**config.mk**
```make
export PLATFORM = sky130hd
export DESIGN_NAME = multicycle_controller
export DESIGN_NICKNAME = d
export VERILOG_FILES = /design/src/rtl/multicycle_controller.sv
export SDC_FILE = /design/constraint.sdc
export NUM_CORES = 1
export LEC_CHECK = 0
export CAP_MARGIN = 15
export CORE_MARGIN = 3
export CORE_UTILIZATION = 42
export CTS_CLUSTER_SIZE = 24
export DETAILED_ROUTE_END_ITERATION = 7
export PLACE_DENSITY_LB_ADDON = 0.05
export SYNTH_ARGS = -nofsm -noshare
export SYNTH_HDL_FRONTEND = slang
export SYNTH_SLANG_ARGS = --single-unit
```
**constraint.sdc**
```tcl
create_clock -name clk -period 2.88 [get_ports clk]
set_input_delay 0.576 -clock clk [delete_from_list [all_inputs] [get_ports clk]]
set_output_delay 0.576 -clock clk [all_outputs]
set_load 0.005 [all_outputs]
```
**src/rtl/multicycle_controller.sv**
```systemverilog
// Control FSM for the shared-memory multicycle ARM datapath.
// Decodes the held IR fields, sequences each instruction through its states,
// owns the NZCV flags register and gates every architectural write with the
// condition check. The condition is latched in DECODE, so a flag update made
// by an instruction only becomes visible to the following instruction.
module multicycle_controller (
    input  logic        clk,
    input  logic        reset,
    input  logic [19:0] Instr,
    input  logic [3:0]  ALUFlags,
    output logic        PCWrite,
    output logic        AdrSrc,
    output logic        MemWrite,
    output logic        IRWrite,
    output logic [1:0]  ResultSrc,
    output logic        ALUSrcA,
    output logic [1:0]  ALUSrcB,
    output logic [2:0]  ALUControl,
    output logic [1:0]  ImmSrc,
    output logic [1:0]  RegSrc,
    output logic        RegWrite,
    output logic        VecWrite,
    output logic [3:0]  State
);

    typedef enum logic [3:0] {
        FETCH  = 4'd0,
        DECODE = 4'd1,
        MEMADR = 4'd2,
        MEMRD  = 4'd3,
        MEMWB  = 4'd4,
        MEMWR  = 4'd5,
        EXER   = 4'd6,
        EXEI   = 4'd7,
        ALUWB  = 4'd8,
        BRANCH = 4'd9,
        VEXEC  = 4'd10,
        VWB    = 4'd11
    } state_t;

    state_t     state_reg;
    logic [3:0] flags_reg;   // {N,Z,C,V}
    logic       cond_reg;    // condition result for the instruction in flight

    // IR field split
    logic [3:0] cond;
    logic [1:0] op;
    logic [5:0] funct;
    logic [3:0] rd;
    logic [3:0] cmd;
    logic       is_add, is_sub, is_cmp;
    logic [1:0] flag_w;
    logic [2:0] dec_alu;
    logic       cond_ex;
    logic       unused_rn;

    assign cond      = Instr[19:16];
    assign op        = Instr[15:14];
    assign funct     = Instr[13:8];
    assign rd        = Instr[3:0];
    assign unused_rn = ^Instr[7:4];
    assign cmd       = funct[4:1];
    assign is_add    = (cmd == 4'b0100);
    assign is_sub    = (cmd == 4'b0010);
    assign is_cmp    = (cmd == 4'b1010);

    // CMP always behaves as if S were set
    assign flag_w[1] = funct[0] | is_cmp;
    assign flag_w[0] = (funct[0] | is_cmp) & (is_add | is_sub | is_cmp);

    // Data-processing command to ALU operation
    always_comb begin
        dec_alu = 3'b000;
        case (cmd)
            4'b0100: dec_alu = 3'b000;
            4'b0010: dec_alu = 3'b001;
            4'b0000: dec_alu = 3'b010;
            4'b1100: dec_alu = 3'b011;
            4'b1010: dec_alu = 3'b001;
            default: dec_alu = 3'b000;
        endcase
    end

    // ARM condition check against the registered flags
    always_comb begin
        cond_ex = 1'b0;
        case (cond)
            4'b0000: cond_ex = flags_reg[2];
            4'b0001: cond_ex = ~flags_reg[2];
            4'b0010: cond_ex = flags_reg[1];
            4'b0011: cond_ex = ~flags_reg[1];
            4'b0100: cond_ex = flags_reg[3];
            4'b0101: cond_ex = ~flags_reg[3];
            4'b0110: cond_ex = flags_reg[0];
            4'b0111: cond_ex = ~flags_reg[0];
            4'b1000: cond_ex = flags_reg[1] & ~flags_reg[2];
            4'b1001: cond_ex = ~flags_reg[1] | flags_reg[2];
            4'b1010: cond_ex = (flags_reg[3] == flags_reg[0]);
            4'b1011: cond_ex = (flags_reg[3] != flags_reg[0]);
            4'b1100: cond_ex = ~flags_reg[2] & (flags_reg[3] == flags_reg[0]);
            4'b1101: cond_ex = flags_reg[2] | (flags_reg[3] != flags_reg[0]);
            4'b1110: cond_ex = 1'b1;
            default: cond_ex = 1'b0;
        endcase
    end

    // State sequencing, condition latch and flag update
    always_ff @(posedge clk) begin
        if (reset) begin
            state_reg <= FETCH;
            flags_reg <= 4'b0000;
            cond_reg  <= 1'b0;
        end else begin
            case (state_reg)
                FETCH: state_reg <= DECODE;
                DECODE: begin
                    cond_reg <= cond_ex;
                    case (op)
                        2'b00:   state_reg <= funct[5] ? EXEI : EXER;
                        2'b01:   state_reg <= MEMADR;
                        2'b10:   state_reg <= BRANCH;
                        default: state_reg <= VEXEC;
                    endcase
                end
                MEMADR: state_reg <= funct[0] ? MEMRD : MEMWR;
                MEMRD:  state_reg <= MEMWB;
                EXER, EXEI: begin
                    if (cond_reg) begin
                        if (flag_w[1]) flags_reg[3:2] <= ALUFlags[3:2];
                        if (flag_w[0]) flags_reg[1:0] <= ALUFlags[1:0];
                    end
                    state_reg <= is_cmp ? FETCH : ALUWB;
                end
                VEXEC:  state_reg <= VWB;
                default: state_reg <= FETCH;
            endcase
        end
    end

    // Moore control decode; write enables also need the condition and no reset
    always_comb begin
        PCWrite    = 1'b0;
        AdrSrc     = 1'b0;
        MemWrite   = 1'b0;
        IRWrite    = 1'b0;
        ResultSrc  = 2'b00;
        ALUSrcA    = 1'b0;
        ALUSrcB    = 2'b00;
        ALUControl = 3'b000;
        RegWrite   = 1'b0;
        VecWrite   = 1'b0;
        case (state_reg)
            FETCH: begin
                IRWrite   = ~reset;
                PCWrite   = ~reset;
                ALUSrcA   = 1'b1;
                ALUSrcB   = 2'b10;
                ResultSrc = 2'b10;
            end
            DECODE: begin
                ALUSrcA   = 1'b1;
                ALUSrcB   = 2'b10;
                ResultSrc = 2'b10;
            end
            MEMADR: begin
                ALUSrcB    = 2'b01;
                ALUControl = funct[3] ? 3'b000 : 3'b001;
            end
            MEMRD:  AdrSrc = 1'b1;
            MEMWB: begin
                ResultSrc = 2'b01;
                RegWrite  = cond_reg & ~reset;
            end
            MEMWR: begin
                AdrSrc   = 1'b1;
                MemWrite = cond_reg & ~reset;
            end
            EXER:   ALUControl = dec_alu;
            EXEI: begin
                ALUSrcB    = 2'b01;
                ALUControl = dec_alu;
            end
            ALUWB: begin
                RegWrite = cond_reg & (rd != 4'd15) & ~reset;
                PCWrite  = cond_reg & (rd == 4'd15) & ~reset;
            end
            BRANCH: begin
                ALUSrcB   = 2'b01;
                ResultSrc = 2'b10;
                PCWrite   = cond_reg & ~reset;
            end
            VEXEC:  ALUControl = dec_alu;
            VWB:    VecWrite = cond_reg & ~reset;
            default: ;
        endcase
    end

    assign ImmSrc = op;
    assign RegSrc = {(op == 2'b01) & ~funct[0], (op == 2'b10)};
    assign State  = state_reg;

endmodule
```
# After elaboration in Yosys (flattened, before gate mapping)
# Index checks and enable logic that the tools add are counted.
[totals]
elab_cells = 90
rom_bits = 0
latch_bits = 0
output_inout_bits = 22
register_bits = 9
memories = 0
input_bits = 26
ram_bits = 0
[classes]
mul = 0
reduce_logical = 13
n_lt_le_gt_ge = 0
n_bitwise = 20
n_eq_ne = 35
n_shift = 0
add_sub_neg = 0
n_mux = 18
n_div = 0
[ops]
columns = ["cell", "count"]
rows = [
  ["$eq 4x4->1 const B", 14],
  ["$eq 4x3->1 const B", 9],
  ["$pmux 4 s6", 1],
  ["$eq 4x2->1 const B", 5],
  ["$pmux 1 s15", 1],
  ["$logic_not 4->1", 3],
  ["$pmux 4 s3", 1],
  ["$and 1x1->1", 9],
  ["$reduce_or 3->1", 3],
  ["$eq 4x1->1 const B", 2],
  ["$pmux 2 s2", 2],
  ["$reduce_or 2->1", 4],
  ["$mux 1", 7],
  ["$not 1->1", 6],
  ["$pmux 2 s3", 1],
  ["$pmux 3 s2", 1],
  ["$reduce_and 3->1", 2],
  ["$or 1x1->1", 5],
  ["$mux 4", 1],
  ["$ne 4x4->1 const B", 1],
  ["$mux 3", 1],
  ["$pmux 1 s3", 1],
  ["$eq 2x1->1 const B", 1],
  ["$eq 2x2->1 const B", 1],
  ["other kinds (4)", 4],
]

# Depth between registers and ports, before layout
# Gate-level depths: netlist (run 1).
[logic_depth]
word_depth = 5
depth_mapped = 6
mapped_depth_nobuf = 5

# Worst setup path before layout (run 1)
# Ideal clock, no wire load.
[synth_timing]
kind = "flip-flop to output port"
start = "register state_reg[2] (netlist: State[2])"
end = "output port ALUControl[0]"
path_stages_with_launch = 5
setup_slack_ps = 994
path_buffers = 0
t_arrival_ps = 1310
required_ps = 2304
cell_sequence = "dfxtp_1 nand2b_1 o21ai_1 or4b_1 o22ai_1"
[synth_via]
elab_chain_len = 3
word_cells_on_any_way = 6
classes_between = "eq/ne: 4; mux: 1; reduce/logical: 1"
[synth_rtl]
columns = ["item", "line_no", "rtl"]
rows = [
  ["start, declared", "41", "state_t state_reg;"],
  ["start signal, assigned", "119", "2'b00: state_reg <= funct[5] ? EXEI : EXER;"],
  ["start signal, assigned", "125", "MEMADR: state_reg <= funct[0] ? MEMRD : MEMWR;"],
  ["start signal, assigned", "132", "state_reg <= is_cmp ? FETCH : ALUWB;"],
  ["$eq 4x4->1 / $eq 4x3->1 (equally long branches)", "152", "case (state_reg)"],
  ["$reduce_or 3->1 (no line)", "n/a", ""],
  ["$pmux 3 s2 *", "152", ""],
  ["end, declared", "18", "output logic [2:0] ALUControl,"],
]
# Every way passes the cells marked *; elsewhere a longest branch is shown, timed or not.

# Final worst setup path (run 1)
[layout_timing]
start = "input port Instr[9]"
end = "output port ALUControl[0]"
[layout_via]
elab_chain_len = 4
word_cells_on_any_way = 7
classes_between = "eq/ne: 3; mux: 2; reduce/logical: 2"
[layout_rtl]
columns = ["item", "line_no", "rtl"]
rows = [
  ["start, declared", "9", "input logic [19:0] Instr,"],
  ["$eq 4x2->1 / $eq 4x4->1 (equally long branches)", "74", "case (cmd)"],
  ["$reduce_or 2->1 (no line)", "n/a", ""],
  ["$pmux 2 s3 *", "74", ""],
  ["$pmux 3 s2 *", "152", ""],
]
# Marked as above.

==> results of run 1 <==
## through the flow
| step | util | instances | hold slack, ns | setup slack (ns) | power (uW) |
|---|---|---|---|---|---|
| 2_1_floorplan | - | 122 | 0.475 | 0.994 | 235 |
| 3_3_place_gp | 0.674 | 187 | 0.526 | 0.0503 | 337 |
| 3_5_place_dp | 0.674 | 187 | 0.538 | 0.0362 | 338 |
| 4_1_cts | 0.687 | 191 | 0.549 | 0.0316 | 437 |
| 5_1_grt | 0.688 | 191 | 0.586 | 0.0356 | 463 |
| 6_report | 0.688 | 191 | 0.557 | 0.145 | 431 |
## cells by family after synthesis
| group | Yosys count | synth area share |
|---|---|---|
| xor gates and xnor gates | 4 | 0.0387 |
| other | 1 | 0.00415 |
| AOI/OAI and AO/OA | 30 | 0.250 |
| buffers and inverters | 15 | 0.0816 |
| DFF | 9 | 0.199 |
| muxes | 5 | 0.0553 |
| and+or+nand+nor | 58 | 0.371 |
## cells in the final DEF, fill, tap and decap left out, types with 5 or more instances in the layout
master / instances
inv_1: 5
nor3_1: 8
nand2_1: 5
dfxtp_1: 9
nor2_1: 16
a21oi_1: 6
clkdlybuf4s50_1: 41
nand2b_1: 5
buf_4: 6
mux2i_1: 5
o21ai_0: 5
## area by class of cell
cell class	count	area share
Clock buffer	4	0.0191
Multi-Input combinational cell	98	0.472
Timing Repair Buffer	48	0.340
Tap cell	27	0.0245
Inverter	5	0.0136
Sequential cell	9	0.131
## power by group through the flow
stage | clock [uW] | combinational [uW] | sequential [uW]
finish | 93.3 | 193 | 145
global route | 107 | 210 | 146
CTS | 99.5 | 193 | 145
detailed placement | 0 | 191 | 147
global placement | 0 | 190 | 147
floorplan | 0 | 92.4 | 143
## what timing repair did
item                       in CTS  in global routing
gates resized for setup         0                  1
hold endpoints to repair        0                  0
setup endpoints to repair       0                  2
## layer usage
layer  vias up  part of all wire  global-route usage
li1        533                 -                   -
met1       492              0.48               0.276
met2        42              0.45               0.312
met3         2             0.068              0.0256
met4         0            0.0054              0.0638
met5         -                 0                   0
## path summary, 6_finish.rpt
path | end | slack, ns | depth (start not counted)
max reg2reg | cond_reg | 1.11 | 5
min | flags_reg[1] | 0.56 | 2
max | ALUControl[0] | 0.15 | 4
min reg2reg | flags_reg[1] | 0.56 | 2
## worst reg2reg max path: cells and delay by family, from the launching register on
kind	cells	cell delay (ns)
simple gates	3	0.54
compound gates	2	0.47
flops	1	0.64
==> results.sh, run 1 <==
export IMPL_syn_to_final_growth_pct=52.3
export IMPL_synth_commonest_cells="nor2_1, dfxtp_1, nor3_1, a21oi_1"
export IMPL_initial_utilization=0.452
export IMPL_root_buffer="clkbuf_4"
export IMPL_syn_cell_area_um2=905
export IMPL_cts_made_buffers=3
export IMPL_drc=0
export IMPL_dieArea_mm2=0.00275
export IMPL_final_nets=191
export IMPL_drt_wl_total_um=2610
export IMPL_syn_area_per_cell_um2=7.41
export IMPL_final_layout_size_suffix_gt1_frac=0.0976
export IMPL_hold_viol=0
export IMPL_fp_dieH_um=52.4
export IMPL_cts_buffer_depth=2
export IMPL_cpMostUsedCell="clkdlybuf4s50_1"
export IMPL_post_dp_cell_area_mm2=0.00135
export IMPL_grt_overflow=0
export IMPL_h_tree_depth=1
export IMPL_grt_pass1_wl_um=4230
export IMPL_finClkSkew_ns=0.00453
export IMPL_final_antenna_net_count=0
export IMPL_min_period_over_period=0.949
export IMPL_power_share_clock=0.216
export IMPL_viasPerCell=5.60
export IMPL_synthCells=122
export IMPL_dr_total_vias=1069
export IMPL_p_int_uw=296
export IMPL_routedWlPerCell_um=13.6
export IMPL_worstPathCellList="clkdlybuf4s50_1 -> or4b_1 -> o22ai_1 -> clkdlybuf4s50_1"
export IMPL_setup_viol=0
export IMPL_grt_max_degree=16
export IMPL_peakVddDrop_uv=218
export IMPL_slew_headroom=0.656
export IMPL_fill_cells=158
export IMPL_ys_types=46
export IMPL_grt_pass1_vias=971
export IMPL_numPortBuffers=42
export IMPL_fp_dieW_um=52.4
export IMPL_hold_class="reg2reg"
export IMPL_slew_violations=0
export IMPL_first_pass_iters=4
export IMPL_place_hpwl_um=1980
export IMPL_multiInputGateArea_um2=651
export IMPL_worst_r2r_startpoint="State[0]"
export IMPL_yosys_cell_count_top_type="nor2_1"
export IMPL_grt_total_usage=0.198
export IMPL_cap_violations=0
export IMPL_cts_hold_buf=0
export IMPL_io_pins=48
export IMPL_post_cts_repair_setup_buffers=0
export IMPL_outcome="complete, no violations"
export IMPL_final_seq_area_um2=180
export IMPL_fmax_mhz=366
export IMPL_pwr_share_seq=0.336
export IMPL_p_switching_uw=136
export IMPL_ys_flop_type="dfxtp_1"
export IMPL_power_density_mw_per_mm2=313
export IMPL_path_clk_slew_ns=0.05
export IMPL_rsz0062_at_grt="no"
export IMPL_final_area_mm2=0.00138
export IMPL_synthTopCellsByArea="dfxtp_1, nor2_1, mux2i_1, nor3_1, nand2b_1"
export IMPL_cpPeakStageDelay_ns=0.52
export IMPL_critPathKind="in2out"
export IMPL_synth_warnings=0
export IMPL_tns_ns=0
export IMPL_startpoint="Instr[9]"
export IMPL_tightest_slew_ns=0.516
export IMPL_critical_path_max_fanout=2
export IMPL_pwr_share_comb=0.448
export IMPL_cts_tree="done"
export IMPL_critical_path_slowest_cell="clkdlybuf4s50_1"
export IMPL_antenna_found_initial=0
export IMPL_diodes=0
export IMPL_period_needed_ns=2.73
export IMPL_synth_top_area_frac=0.199
export IMPL_ys_async_sr_fraction=0
export IMPL_core_area_mm2=0.00200
export IMPL_syn_num_nets=148
export IMPL_leakagePower_uw=0.000490
export IMPL_crit_family="buffers and inverters"
export IMPL_cp_end_kind="output pin"
export IMPL_swShare=0.314
export IMPL_synth_top_area_cell="dfxtp_1"
export IMPL_clock_latency_ns=0.25
export IMPL_place_congestion=0.831
export IMPL_synth_edf_count=0
export IMPL_ys_seq_area_frac=0.199
export IMPL_cp_start_kind="input pin"
export IMPL_cts_sinks=9
export IMPL_num_rows=16
export IMPL_drtIter0Drc=28
export IMPL_worstHoldStart="flags_reg[1]"
export IMPL_required_ns=2.30
export IMPL_path_buf_inv=2
export IMPL_ys_ff_latch=9
export IMPL_crit_arrival_ns=2.16
Power figures use the tool's default switching activity.
==> run 2: changes to the inputs <==
- CELL_PAD_IN_SITES_DETAIL_PLACEMENT: unset -> 2
- CELL_PAD_IN_SITES_GLOBAL_PLACEMENT: unset -> 2
- CORE_MARGIN: 3 -> 1
- CORE_UTILIZATION: 42 -> 21
==> run 2 against run 1 <==
Net effect:
- sequential share of layout area fell by 0.55 points
- register-to-register slack improved by 0.16 ns
- worst hold slack got worse by 0.014 ns
- die area rose by 67%
- largest cell class unchanged
==> results.sh, run 2 (same netlist as run 1, synthesis figures left out) <==
export IMPL_outcome="complete, no violations"
export IMPL_antenna_found_initial=0
export IMPL_ctsResizeCount=0
export IMPL_cts_made_buffers=3
export IMPL_initial_utilization=0.223
export IMPL_drc=0
export IMPL_cpMostUsedCell="clkdlybuf4s50_1"
export IMPL_cts_tree="done"
export IMPL_dp_cells=212
export IMPL_power_density_mw_per_mm2=342
export IMPL_final_nets=193
export IMPL_swShare=0.302
export IMPL_fp_dieH_um=67.6
export IMPL_required_ns=2.30
export IMPL_h_tree_depth=1
export IMPL_core_area_mm2=0.00406
export IMPL_fmax_mhz=360
export IMPL_grt_pass1_wl_um=5370
export IMPL_slew_violations=0
export IMPL_final_common_cell="clkdlybuf4s50_1"
export IMPL_path_clk_slew_ns=0.04
export IMPL_drtIter0Drc=11
export IMPL_setup_viol=0
export IMPL_final_layout_size_suffix_gt1_frac=0.108
export IMPL_syn_to_final_growth_pct=58.9
export IMPL_first_pass_iters=2
export IMPL_io_pins=48
export IMPL_grt_total_usage=0.155
export IMPL_cp_end_kind="output pin"
export IMPL_crit_arrival_ns=2.20
export IMPL_power_share_clock=0.295
export IMPL_peakVddDrop_uv=141
export IMPL_numPortBuffers=42
export IMPL_post_cts_repair_setup_buffers=0
export IMPL_hold_viol=0
export IMPL_period_needed_ns=2.78
export IMPL_met1Wirelength_um=1460
export IMPL_tns_ns=0
export IMPL_critPathKind="in2out"
export IMPL_worstPathCellList="clkdlybuf4s50_1 -> or4b_1 -> a21oi_1 -> clkdlybuf4s50_1"
export IMPL_cp_start_kind="input pin"
export IMPL_cts_sinks=9
export IMPL_critical_path_slowest_cell="or4b_1"
export IMPL_grt_overflow=0
export IMPL_pwr_share_comb=0.425
export IMPL_root_buffer="clkbuf_8"
export IMPL_diodes=0
export IMPL_wl_met2_um=1730
export IMPL_layout_common_cells="clkdlybuf4s50_1, nor2_1, dfxtp_1"
export IMPL_grt_pass1_vias=1142
export IMPL_fp_dieW_um=67.6
export IMPL_leakagePower_uw=0.000497
export IMPL_cpPeakStageDelay_ns=0.53
export IMPL_drt_wl_total_um=3310
export IMPL_grt_max_degree=16
export IMPL_instances_no_fill=216
export IMPL_clock_latency_ns=0.23
export IMPL_hold_class="reg2reg"
export IMPL_num_rows=23
export IMPL_place_congestion=0.738
export IMPL_final_antenna_net_count=0
export IMPL_p_int_uw=343
export IMPL_min_period_over_period=0.965
export IMPL_path_buf_inv=2
export IMPL_reg2reg_slack_ns=1.27
export IMPL_viasPerCell=5.10
export IMPL_met3_length_um=104
export IMPL_cts_hold_buf=0
export IMPL_crit_family="buffers and inverters"
export IMPL_rsz0062_at_grt="no"
export IMPL_finClkSkew_ns=0.00328
export IMPL_dr_total_vias=1102
export IMPL_place_hpwl_um=2720
export IMPL_routedWlPerCell_um=15.3
export IMPL_critical_path_max_fanout=2
export IMPL_p_switching_uw=148
export IMPL_top_layer="met4"
export IMPL_cap_violations=0
export IMPL_cts_buffer_depth=2
export IMPL_pwr_share_seq=0.280
export IMPL_whs_ns=0.543
export IMPL_dieArea_mm2=0.00457
## run 2: changes by cell type in the layout (fill, tap and decap cells not counted)
cell / previous run / this run
clkbuf_4: 3 / 0
clkbuf_8: 0 / 3
buf_4: 6 / 8
clkdlybuf4s50_1: 41 / 42
dlymetal6s2s_1: 1 / 0
## run 2: stage by stage
step	total power, uW	instance area (um2)	util	setup WS, ns
after floorplan	235	905	-	0.994
after global placement	348	1390	0.343	0.125
after detailed placement	352	1390	0.343	0.0905
after CTS	502	1440	0.354	0.0914
after global routing	530	1440	0.354	0.0350
final	491	1440	0.354	0.102
## run 2: layout make-up
type,instances,area [um2]
fill,472,2620
multi-input combinational,98,651
timing repair buffer,50,480
sequential,9,180
tap,50,62.6
clock buffer,4,45.0
inverter,5,18.8
## run 2: path summary, 6_finish.rpt
check                                  start       endpoint  cells past startpoint
worst max-delay path               Instr[10]  ALUControl[1]                      4
worst min-delay path            flags_reg[1]   flags_reg[1]                      2
worst min register to register  flags_reg[1]   flags_reg[1]                      2
worst max register to register      State[1]       cond_reg                      6
## run 2: power groups by stage
stage	clock [uW]	combinational, uW	sequential (uW)
floorplan	0	92.4	143
global placement	0	209	139
detailed placement	0	213	140
CTS	152	213	137
global route	161	231	138
finish	145	209	137
## run 2: worst min-delay path, delay by kind of cell, from the launching register on
family | cells | cell delay (ns)
mux | 1 | 0.08
flops | 1 | 0.35
simple gates | 1 | 0.07
## run 2: metal layers
| metal | global-route usage | up-vias |
|---|---|---|
| met5 | 0 | - |
| met4 | 0.0399 | 0 |
| met3 | 0.0152 | 4 |
| met2 | 0.285 | 22 |
| met1 | 0.189 | 540 |
| li1 | - | 536 |
